<file path="src/rtl/bus_arbiter_pkg.sv">
// Shared types and constants for the two-requester OTTER bus arbiter.
package bus_arbiter_pkg;

  typedef enum logic [1:0] {
    IDLE   = 2'd0,
    ACCESS = 2'd1,
    RESP   = 2'd2
  } arb_state_e;

  typedef enum logic {
    REQ_IF = 1'b0,
    REQ_LS = 1'b1
  } requester_e;

  localparam logic [1:0] SIZE_WORD = 2'b10;

  // Wide enough for MEM_LATENCY up to 15.
  localparam int CNT_W = 4;

  // Access parameters captured at grant time and replayed onto the bus.
  typedef struct packed {
    requester_e  id;
    logic        wr;
    logic [1:0]  size;
    logic [31:0] addr;
    logic [31:0] wdata;
  } access_t;

  // Converts a one-hot grant {ls, if} into a requester id.
  function automatic requester_e grant_to_id(input logic [1:0] grant);
    return grant[1] ? REQ_LS : REQ_IF;
  endfunction

endpackage

</file>
<file path="src/rtl/otter_bus.sv">
// Single-port OTTER memory bus between an initiator and the address-decoding bus matrix.
interface otter_bus;
  logic        rd;
  logic        wr;
  logic [1:0]  size;
  logic [31:0] addr;
  logic [31:0] wdata;
  logic [31:0] rdata;
  logic        error;

  modport primary (
    output rd, wr, size, addr, wdata,
    input  rdata, error
  );

  modport secondary (
    input  rd, wr, size, addr, wdata,
    output rdata, error
  );
endinterface

</file>
<file path="src/rtl/rr_arbiter2.sv">
// Two-input round-robin selector; on a tie the requester that did not win last time is chosen.
module rr_arbiter2
  import bus_arbiter_pkg::*;
(
  input  logic [1:0] req,
  input  requester_e last_grant,
  output logic [1:0] grant
);

  // req[0] is fetch, req[1] is load/store; grant uses the same bit order.
  always_comb begin
    grant = req;
    if (req == 2'b11) begin
      grant = (last_grant == REQ_IF) ? 2'b10 : 2'b01;
    end
  end

endmodule

</file>
<file path="src/rtl/bus_arbiter.sv">
// Serialises fetch and load/store accesses onto one otter_bus port with round-robin fairness
// and a fixed MEM_LATENCY-cycle bus hold per access.
module bus_arbiter
  import bus_arbiter_pkg::*;
#(
  parameter int unsigned MEM_LATENCY = 1
) (
  input  logic        clk,
  input  logic        rst_n,

  input  logic        if_req,
  input  logic [31:0] if_addr,
  output logic        if_ack,
  output logic [31:0] if_rdata,
  output logic        if_error,

  input  logic        ls_req,
  input  logic        ls_wr,
  input  logic [1:0]  ls_size,
  input  logic [31:0] ls_addr,
  input  logic [31:0] ls_wdata,
  output logic        ls_ack,
  output logic [31:0] ls_rdata,
  output logic        ls_error,

  otter_bus.primary   mem_bus
);

  localparam logic [CNT_W-1:0] LAST_CNT = CNT_W'(MEM_LATENCY - 1);

  arb_state_e       state_q, state_d;
  logic [CNT_W-1:0] cnt_q, cnt_d;
  requester_e       last_q, last_d;
  access_t          acc_q, acc_d;
  logic [31:0]      rdata_q, rdata_d;
  logic             error_q, error_d;

  logic [1:0]       grant;
  requester_e       winner;

  logic             bus_rd;
  logic             bus_wr;
  logic [1:0]       bus_size;
  logic [31:0]      bus_addr;
  logic [31:0]      bus_wdata;

  rr_arbiter2 u_rr (
    .req        ({ls_req, if_req}),
    .last_grant (last_q),
    .grant      (grant)
  );

  assign winner = grant_to_id(grant);

  // The bus is decoded from state alone, so an asynchronous reset idles it without a clock edge.
  assign mem_bus.rd    = bus_rd;
  assign mem_bus.wr    = bus_wr;
  assign mem_bus.size  = bus_size;
  assign mem_bus.addr  = bus_addr;
  assign mem_bus.wdata = bus_wdata;

  always_comb begin
    // NOTE: every signal written here gets a default first, so no path can infer a latch.
    state_d   = state_q;
    cnt_d     = cnt_q;
    last_d    = last_q;
    acc_d     = acc_q;
    rdata_d   = rdata_q;
    error_d   = error_q;

    bus_rd    = 1'b0;
    bus_wr    = 1'b0;
    bus_size  = '0;
    bus_addr  = '0;
    bus_wdata = '0;

    if_ack    = 1'b0;
    if_rdata  = '0;
    if_error  = 1'b0;
    ls_ack    = 1'b0;
    ls_rdata  = '0;
    ls_error  = 1'b0;

    case (state_q)
      IDLE: begin
        if (|grant) begin
          state_d  = ACCESS;
          cnt_d    = '0;
          last_d   = winner;
          acc_d.id = winner;
          if (winner == REQ_IF) begin
            acc_d.wr    = 1'b0;
            acc_d.size  = SIZE_WORD;
            acc_d.addr  = if_addr;
            acc_d.wdata = '0;
          end else begin
            acc_d.wr    = ls_wr;
            acc_d.size  = ls_size;
            acc_d.addr  = ls_addr;
            acc_d.wdata = ls_wdata;
          end
        end
      end

      ACCESS: begin
        // A fetch was latched with wr=0, so rd=!wr covers both requesters.
        bus_rd    = ~acc_q.wr;
        bus_wr    = acc_q.wr;
        bus_size  = acc_q.size;
        bus_addr  = acc_q.addr;
        bus_wdata = acc_q.wdata;
        if (cnt_q == LAST_CNT) begin
          rdata_d = mem_bus.rdata;
          error_d = mem_bus.error;
          state_d = RESP;
        end else begin
          cnt_d = cnt_q + CNT_W'(1);
        end
      end

      RESP: begin
        state_d = IDLE;
        if (acc_q.id == REQ_IF) begin
          if_ack   = 1'b1;
          if_rdata = rdata_q;
          if_error = error_q;
        end else begin
          ls_ack   = 1'b1;
          ls_rdata = rdata_q;
          ls_error = error_q;
        end
      end

      default: state_d = IDLE;
    endcase
  end

  always_ff @(posedge clk or negedge rst_n) begin
    // NOTE: sequential state uses non-blocking assignments so all registers update from pre-edge values.
    if (!rst_n) begin
      state_q <= IDLE;
      cnt_q   <= '0;
      last_q  <= REQ_LS;
      acc_q   <= '0;
      rdata_q <= '0;
      error_q <= 1'b0;
    end else begin
      state_q <= state_d;
      cnt_q   <= cnt_d;
      last_q  <= last_d;
      acc_q   <= acc_d;
      rdata_q <= rdata_d;
      error_q <= error_d;
    end
  end

endmodule

</file>
<file path="src/flat_wrapper.sv">
// flat-port wrapper written by rule: the top's interface ports become plain ports
module bus_arbiter_flat import bus_arbiter_pkg::*;
#(
  parameter int unsigned MEM_LATENCY = 1
)
  (clk, rst_n, if_req, if_addr, if_ack, if_rdata, if_error, ls_req, ls_wr, ls_size, ls_addr, ls_wdata, ls_ack, ls_rdata, ls_error, mem_bus_rd, mem_bus_wr, mem_bus_size, mem_bus_addr, mem_bus_wdata, mem_bus_rdata, mem_bus_error);
  otter_bus mem_bus_i ();
  input  logic clk;
  input  logic rst_n;
  input  logic if_req;
  input  logic [31:0] if_addr;
  output logic if_ack;
  output logic [31:0] if_rdata;
  output logic if_error;
  input  logic ls_req;
  input  logic ls_wr;
  input  logic [1:0] ls_size;
  input  logic [31:0] ls_addr;
  input  logic [31:0] ls_wdata;
  output logic ls_ack;
  output logic [31:0] ls_rdata;
  output logic ls_error;
  output wire logic [$bits(mem_bus_i.rd)-1:0] mem_bus_rd;
  output wire logic [$bits(mem_bus_i.wr)-1:0] mem_bus_wr;
  output wire logic [$bits(mem_bus_i.size)-1:0] mem_bus_size;
  output wire logic [$bits(mem_bus_i.addr)-1:0] mem_bus_addr;
  output wire logic [$bits(mem_bus_i.wdata)-1:0] mem_bus_wdata;
  input wire logic [$bits(mem_bus_i.rdata)-1:0] mem_bus_rdata;
  input wire logic [$bits(mem_bus_i.error)-1:0] mem_bus_error;
  assign mem_bus_rd = mem_bus_i.rd;
  assign mem_bus_wr = mem_bus_i.wr;
  assign mem_bus_size = mem_bus_i.size;
  assign mem_bus_addr = mem_bus_i.addr;
  assign mem_bus_wdata = mem_bus_i.wdata;
  assign mem_bus_i.rdata = mem_bus_rdata;
  assign mem_bus_i.error = mem_bus_error;
  bus_arbiter #(.MEM_LATENCY(MEM_LATENCY)) u_core (.clk(clk), .rst_n(rst_n), .if_req(if_req), .if_addr(if_addr), .if_ack(if_ack), .if_rdata(if_rdata), .if_error(if_error), .ls_req(ls_req), .ls_wr(ls_wr), .ls_size(ls_size), .ls_addr(ls_addr), .ls_wdata(ls_wdata), .ls_ack(ls_ack), .ls_rdata(ls_rdata), .ls_error(ls_error), .mem_bus(mem_bus_i));
endmodule
</file>
<file path="config.mk">
export PLATFORM = sky130hd
export DESIGN_NAME = bus_arbiter_flat
export DESIGN_NICKNAME = d
export VERILOG_FILES = /design/src/rtl/bus_arbiter_pkg.sv /design/src/rtl/otter_bus.sv /design/src/rtl/rr_arbiter2.sv /design/src/rtl/bus_arbiter.sv /design/src/flat_wrapper.sv
export SDC_FILE = /design/constraint.sdc
export NUM_CORES = 1
export LEC_CHECK = 0
export ABC_AREA = 1
export CORE_MARGIN = 2
export CORE_UTILIZATION = 45
export CTS_CLUSTER_SIZE = 12
export DETAILED_ROUTE_END_ITERATION = 6
export MAX_ROUTING_LAYER = met4
export PLACE_DENSITY = 0.9
export RECOVER_POWER = 100
export SYNTH_ARGS = -nofsm -noshare
export SYNTH_HDL_FRONTEND = slang
export SYNTH_SLANG_ARGS = --single-unit
</file>
<file path="constraint.sdc">
create_clock -name clk -period 2.25 [get_ports clk]
set_input_delay 0.675 -clock clk [delete_from_list [all_inputs] [get_ports clk]]
set_output_delay 0.675 -clock clk [all_outputs]
set_load 0.02 [all_outputs]
</file>
# Word-level counts from Yosys, hierarchy flattened
# Index checks and enable logic that the tools add are counted.
# word_totals
reg_bits,108
out_inout_bits,136
elab_cells,53
# classes
addsub,1
eq_ne,6
n_mux,27
bitwise_logic,1
reduce_logical,8
# ops
op,n
two-way mux 32 bit,6
two-way mux 67 bit,1
two-way mux 1 bit,11
two-way mux 2 bit,5
two-way mux 4 bit,2
case mux 4 bit (2 select lines),1
AND reduction 2 bit,3
adder 4 x 1 -> 4 bit (second input constant),1
== test 2 bit (second input constant),2
zero test 4 bit,1
!= test 2 x 1 -> 1 bit (second input constant),2
case mux 2 bit (2 select lines),1
AND reduction 3 bit,1
== test 2 x 1 -> 1 bit (second input constant),1
zero test 2 bit,1
!= test 2 bit (second input constant),1
nonzero test 2 bit,1
OR reduction 2 bit,1
NOT 1 bit,1

# Logic depth before layout (Yosys ltp)
# Gate-level depths: netlist of run 1.
# depth
word_depth,5
ltp_mapped,8
mapped_depth_nobuf,7

# Hierarchy
# From an unflattened synthesis of run 1, not the netlist that was laid out.
# hier_totals
hier_cells,766
hier_area_um2,5406.4
# by_module_without_submodules
module,instances,cells_per_inst,area_each_um2
bus_arbiter,1,761,5385.2
rr_arbiter2,1,5,21.3

# Worst setup path before layout of run 1
# No wires, ideal clock.
# synth_path
kind,register -> output
from,register u_core.state_q[0]
to,output port mem_bus_wdata[11]
arrival_time_ns,1.267
setup_slack_ns,0.308
path_stages_with_launch,7
path_cell_list,dfrtp_1 > inv_2 > nor2_4 > inv_2 > buf_2 > buf_2 > nor2_1
# synth_via
elab_chain_len,2
# synth_lines
item,line,source
from (decl),bus_arbiter.sv:31,"arb_state_e state_q, state_d;"
from (signal assigned),bus_arbiter.sv:148,state_q <= state_d;
== test 2 x 1 -> 1 bit,bus_arbiter.sv:84,case (state_q)
two-way mux 32 bit,bus_arbiter.sv:84,
to (decl),flat_wrapper.sv:27,output wire logic [$bits(mem_bus_i.wdata)-1:0] mem_bus_wdata;
# No other way between the ends.

# Worst setup path after layout of run 1
# layout_path
from,register u_core.state_q[1]
to,output port mem_bus_addr[2]
# layout_via
elab_chain_len,2
# layout_lines
item,line,source
== test 2 x 1 -> 1 bit,bus_arbiter.sv:84,
two-way mux 32 bit,bus_arbiter.sv:84,
to (decl),flat_wrapper.sv:26,output wire logic [$bits(mem_bus_i.addr)-1:0] mem_bus_addr;
# No other way between the ends.

==> impl_results.md, run 1 <==
* Die Span Y at 116.0 um
* Final Worst Setup Slack at 0.06510 ns
* Critical Path End Type: output port
* CP Launch Point: u_core.state_q[1]
* Area share of fa/ha/maj cells after synthesis at 0.4433%
* Synth warn at 0
* Port bufs at 271
* Worst skew pair latency at 0.34 ns
* Antenna Cells at 0
* FF-to-FF Start: u_core.state_q[1]
* Met1 usage at 31.03%
* Yosys cell types at 19
* Lkg Pwr at 4.597 nW
* Post-synthesis sequential area ratio at 47.89%
* CP Data Required Time at 1.57 ns
* Pin count of the biggest net entering global routing at 51
* Multiplexer area fraction after synthesis at 0%
* CP startpoint kind: flop
* Tmin final at 2.185 ns
* Routing usage on met3 at 3.766%
* Pwr dens at 1148 nW/um^2
* Syn Area/Cell at 7.066 sq um
* Post-CTS Setup Inserts at 0
* Layout cells sized above 1 at 18.91%
* Hold slack final at 0.3708 ns
* Grt peak-use layer: met2
* Area of the mapped netlist at 5645 sq um
* Critical Path Fanout Max at 24
* Clk slew on worst S/H paths at 0.07 ns
* First-pass GRT wire length at 26,650 um
* Top cell type's share of synthesized area at 47.43%
* Simple-Gate Fraction of Synth Area at 34.71%
* Synth-to-layout area growth at 49.34%
* Router iterations before antenna repair at 7
* Failing checks: DRC
* Via density at 4.649
* Met2 GRT Util at 45.07%
* Initial Util at 46.61%
* Final Skew at 0.009080 ns
* Clk pwr share at 16.2%
* Leading area contributor after synthesis: dfrtp_1
* Min-delay worst type: in2async
* Num rows at 40
* Compound-cell area share of the yosys netlist at 3.280%
* XOR/XNOR Fraction of Synth Area at 0%
* Initial DRC Count at 383
* WS Path Type: reg2out
* Fmax at 457.7 MHz
* Switching pwr at 4.192 mW
* Initial antenna violation count at 0
* Largest family of logic cells by synthesized area: simple AND/OR/NAND/NOR gates
* CTS Hold Buffers Added at 0
* Placer Congestion at 0.8546
* DR WL/cell at 13.89 um
* Worst vdd ir at 574.7 uV
* Top cells by area, synth: dfrtp_1, nand2_1, inv_1, nor2_1, nand3b_1
* NumNets Final at 1,202
* Root buffer cell: clkbuf_16
* Tightest Pin Transition at 1.054 ns
* Relative slew slack at 29.67%
* Number of setup violations in the final report at 0
* Total number of vias at 5,746
* Die area at 13,460 sq um
* RSZ-0062 raised after global routing: true
* #FFs+latches synth at 108
* Clock Sinks at 108
* Post-Syn Nets at 937
* CTS tree: built
* Mapped Cells at 799
* Final Hold Fails at 0
* Fin crit share at 97.11%
* Core Area at 12,110 sq um
* Num CTS Buffers at 9
* Gr ovfl total at 0
* Post-route ant nets at 0
* Reg power frac at 33.1%
* Total Wirelength at 17,160 um
* Top Ports at 272
* H-tree Lvls at 3
* MaxCap Viol Count at 0
* Status: finished, violations left
* Die width at 116.0 um
* Pre-CTS setup slack at -0.07823 ns
* Pins Over Slew Limit at 0
* Pint at 5.487 mW
* Tot GR Track Use at 26.04%
* Worst EP arrival at 1.51 ns
* DR DRC count at 6
* Vias in the first global route at 5,467
* DP HPWL at 12,600 um
* Switching Share at 43.31%
* CTS Buffer Depth at 2
* Power share of the combinational group at 50.7%
## metrics by stage
| step | cell area, sq um | power, mW | TNS (ns) | std cells | utilization, % |
|---|---|---|---|---|---|
| after floorplan | 5645 | 6.209 | 0 | 799 | - |
| after global placement | 8642 | 8.254 | -0.2381 | 1221 | 71.35 |
| after detailed placement | 8642 | 8.420 | -1.857 | 1221 | 71.35 |
| after CTS | 8612 | 9.628 | 0 | 1236 | 71.11 |
| after global routing | 8431 | 10.40 | -0.1910 | 1236 | 69.61 |
| final | 8431 | 9.679 | 0 | 1236 | 69.61 |
## metal layers
layer	share of wire [%]	wire length [um]
met5	0	0
met4	2.7	462
met3	6.2	1065
met2	50	8587
met1	41	7049
## state kept, by name (all words and copies together), names as in the netlist
name            count
u_core.acc_q       68
u_core.rdata_q     32
u_core.cnt_q        4
u_core.state_q      2
u_core.error_q      1
u_core.last_q       1
## power by group through the flow
stage	Clock (mW)	Sequential [mW]	Combinational (mW)
3_5_place_dp	0	3.21	5.21
5_1_grt	1.68	3.28	5.43
6_report	1.57	3.20	4.91
4_1_cts	1.59	3.19	4.85
3_3_place_gp	0	3.17	5.08
2_1_floorplan	0	3.12	3.09
## synth_stat cells, drive strengths merged
cell    number
inv        144
nor2       143
nand3       39
o21ai       37
dfrtp      107
buf         22
nand3b      32
clkbuf      21
dfstp        1
ha           2
nand4        3
nand2      248
## final cells by class
class | count | area (sq um)
Sequential cell | 108 | 2704
Clock inverter | 5 | 52.55
Timing Repair Buffer | 297 | 2472
Inverter | 144 | 543.0
Fill cell | 1051 | 3681
Multi-Input combinational cell | 504 | 2210
Tap cell | 168 | 210.2
Clock buffer | 10 | 239.0
## path summary, 6_finish.rpt
path                       cells after the start  slack, ns                 end
min reg2reg                                    2       0.46       u_core.last_q
min                                            1       0.37    u_core.acc_q[55]
max reg2reg                                    7       0.27   u_core.rdata_q[9]
max                                            6       0.07     mem_bus_addr[2]
max in group asynchronous                      2       0.64  u_core.rdata_q[28]
min in group clk                               2       0.46       u_core.last_q
## layout by cell type, fill, tap and decap left out, types with 33 or more instances in the layout
cell,n
nor2_1,124
buf_2,52
clkbuf_2,33
buf_4,57
nand3_1,38
nand2_1,247
clkdlybuf4s50_1,133
dfrtp_1,107
inv_1,141
## logic make-up after synthesis
logic type | count (synthesis)
buffers and inverters | 187
AND/OR/NAND/NOR | 465
AO/OA/AOI/OAI | 37
flip-flops | 108
adder cells (fa/ha/maj) | 2
## worst max-delay path: stages (launching register included)
cell	delay, ns
dfrtp_1	0.39
buf_4	0.15
nor2_4	0.12
inv_4	0.07
buf_12	0.16
nor2_1	0.11
buf_4	0.15
## repair_timing
action	in CTS	in global routing
cloned	0	0
gates resized for setup	433	140
setup endpoints to repair	136	94
pin swaps	0	0
Power figures use the tool's default switching activity.
==> run 2: changes to the inputs <==
CTS_CLUSTER_DIAMETER = 200   (was default)
==> results of run 2 <==
No change in the layout: final DEF, timing and power equal those of run 1.
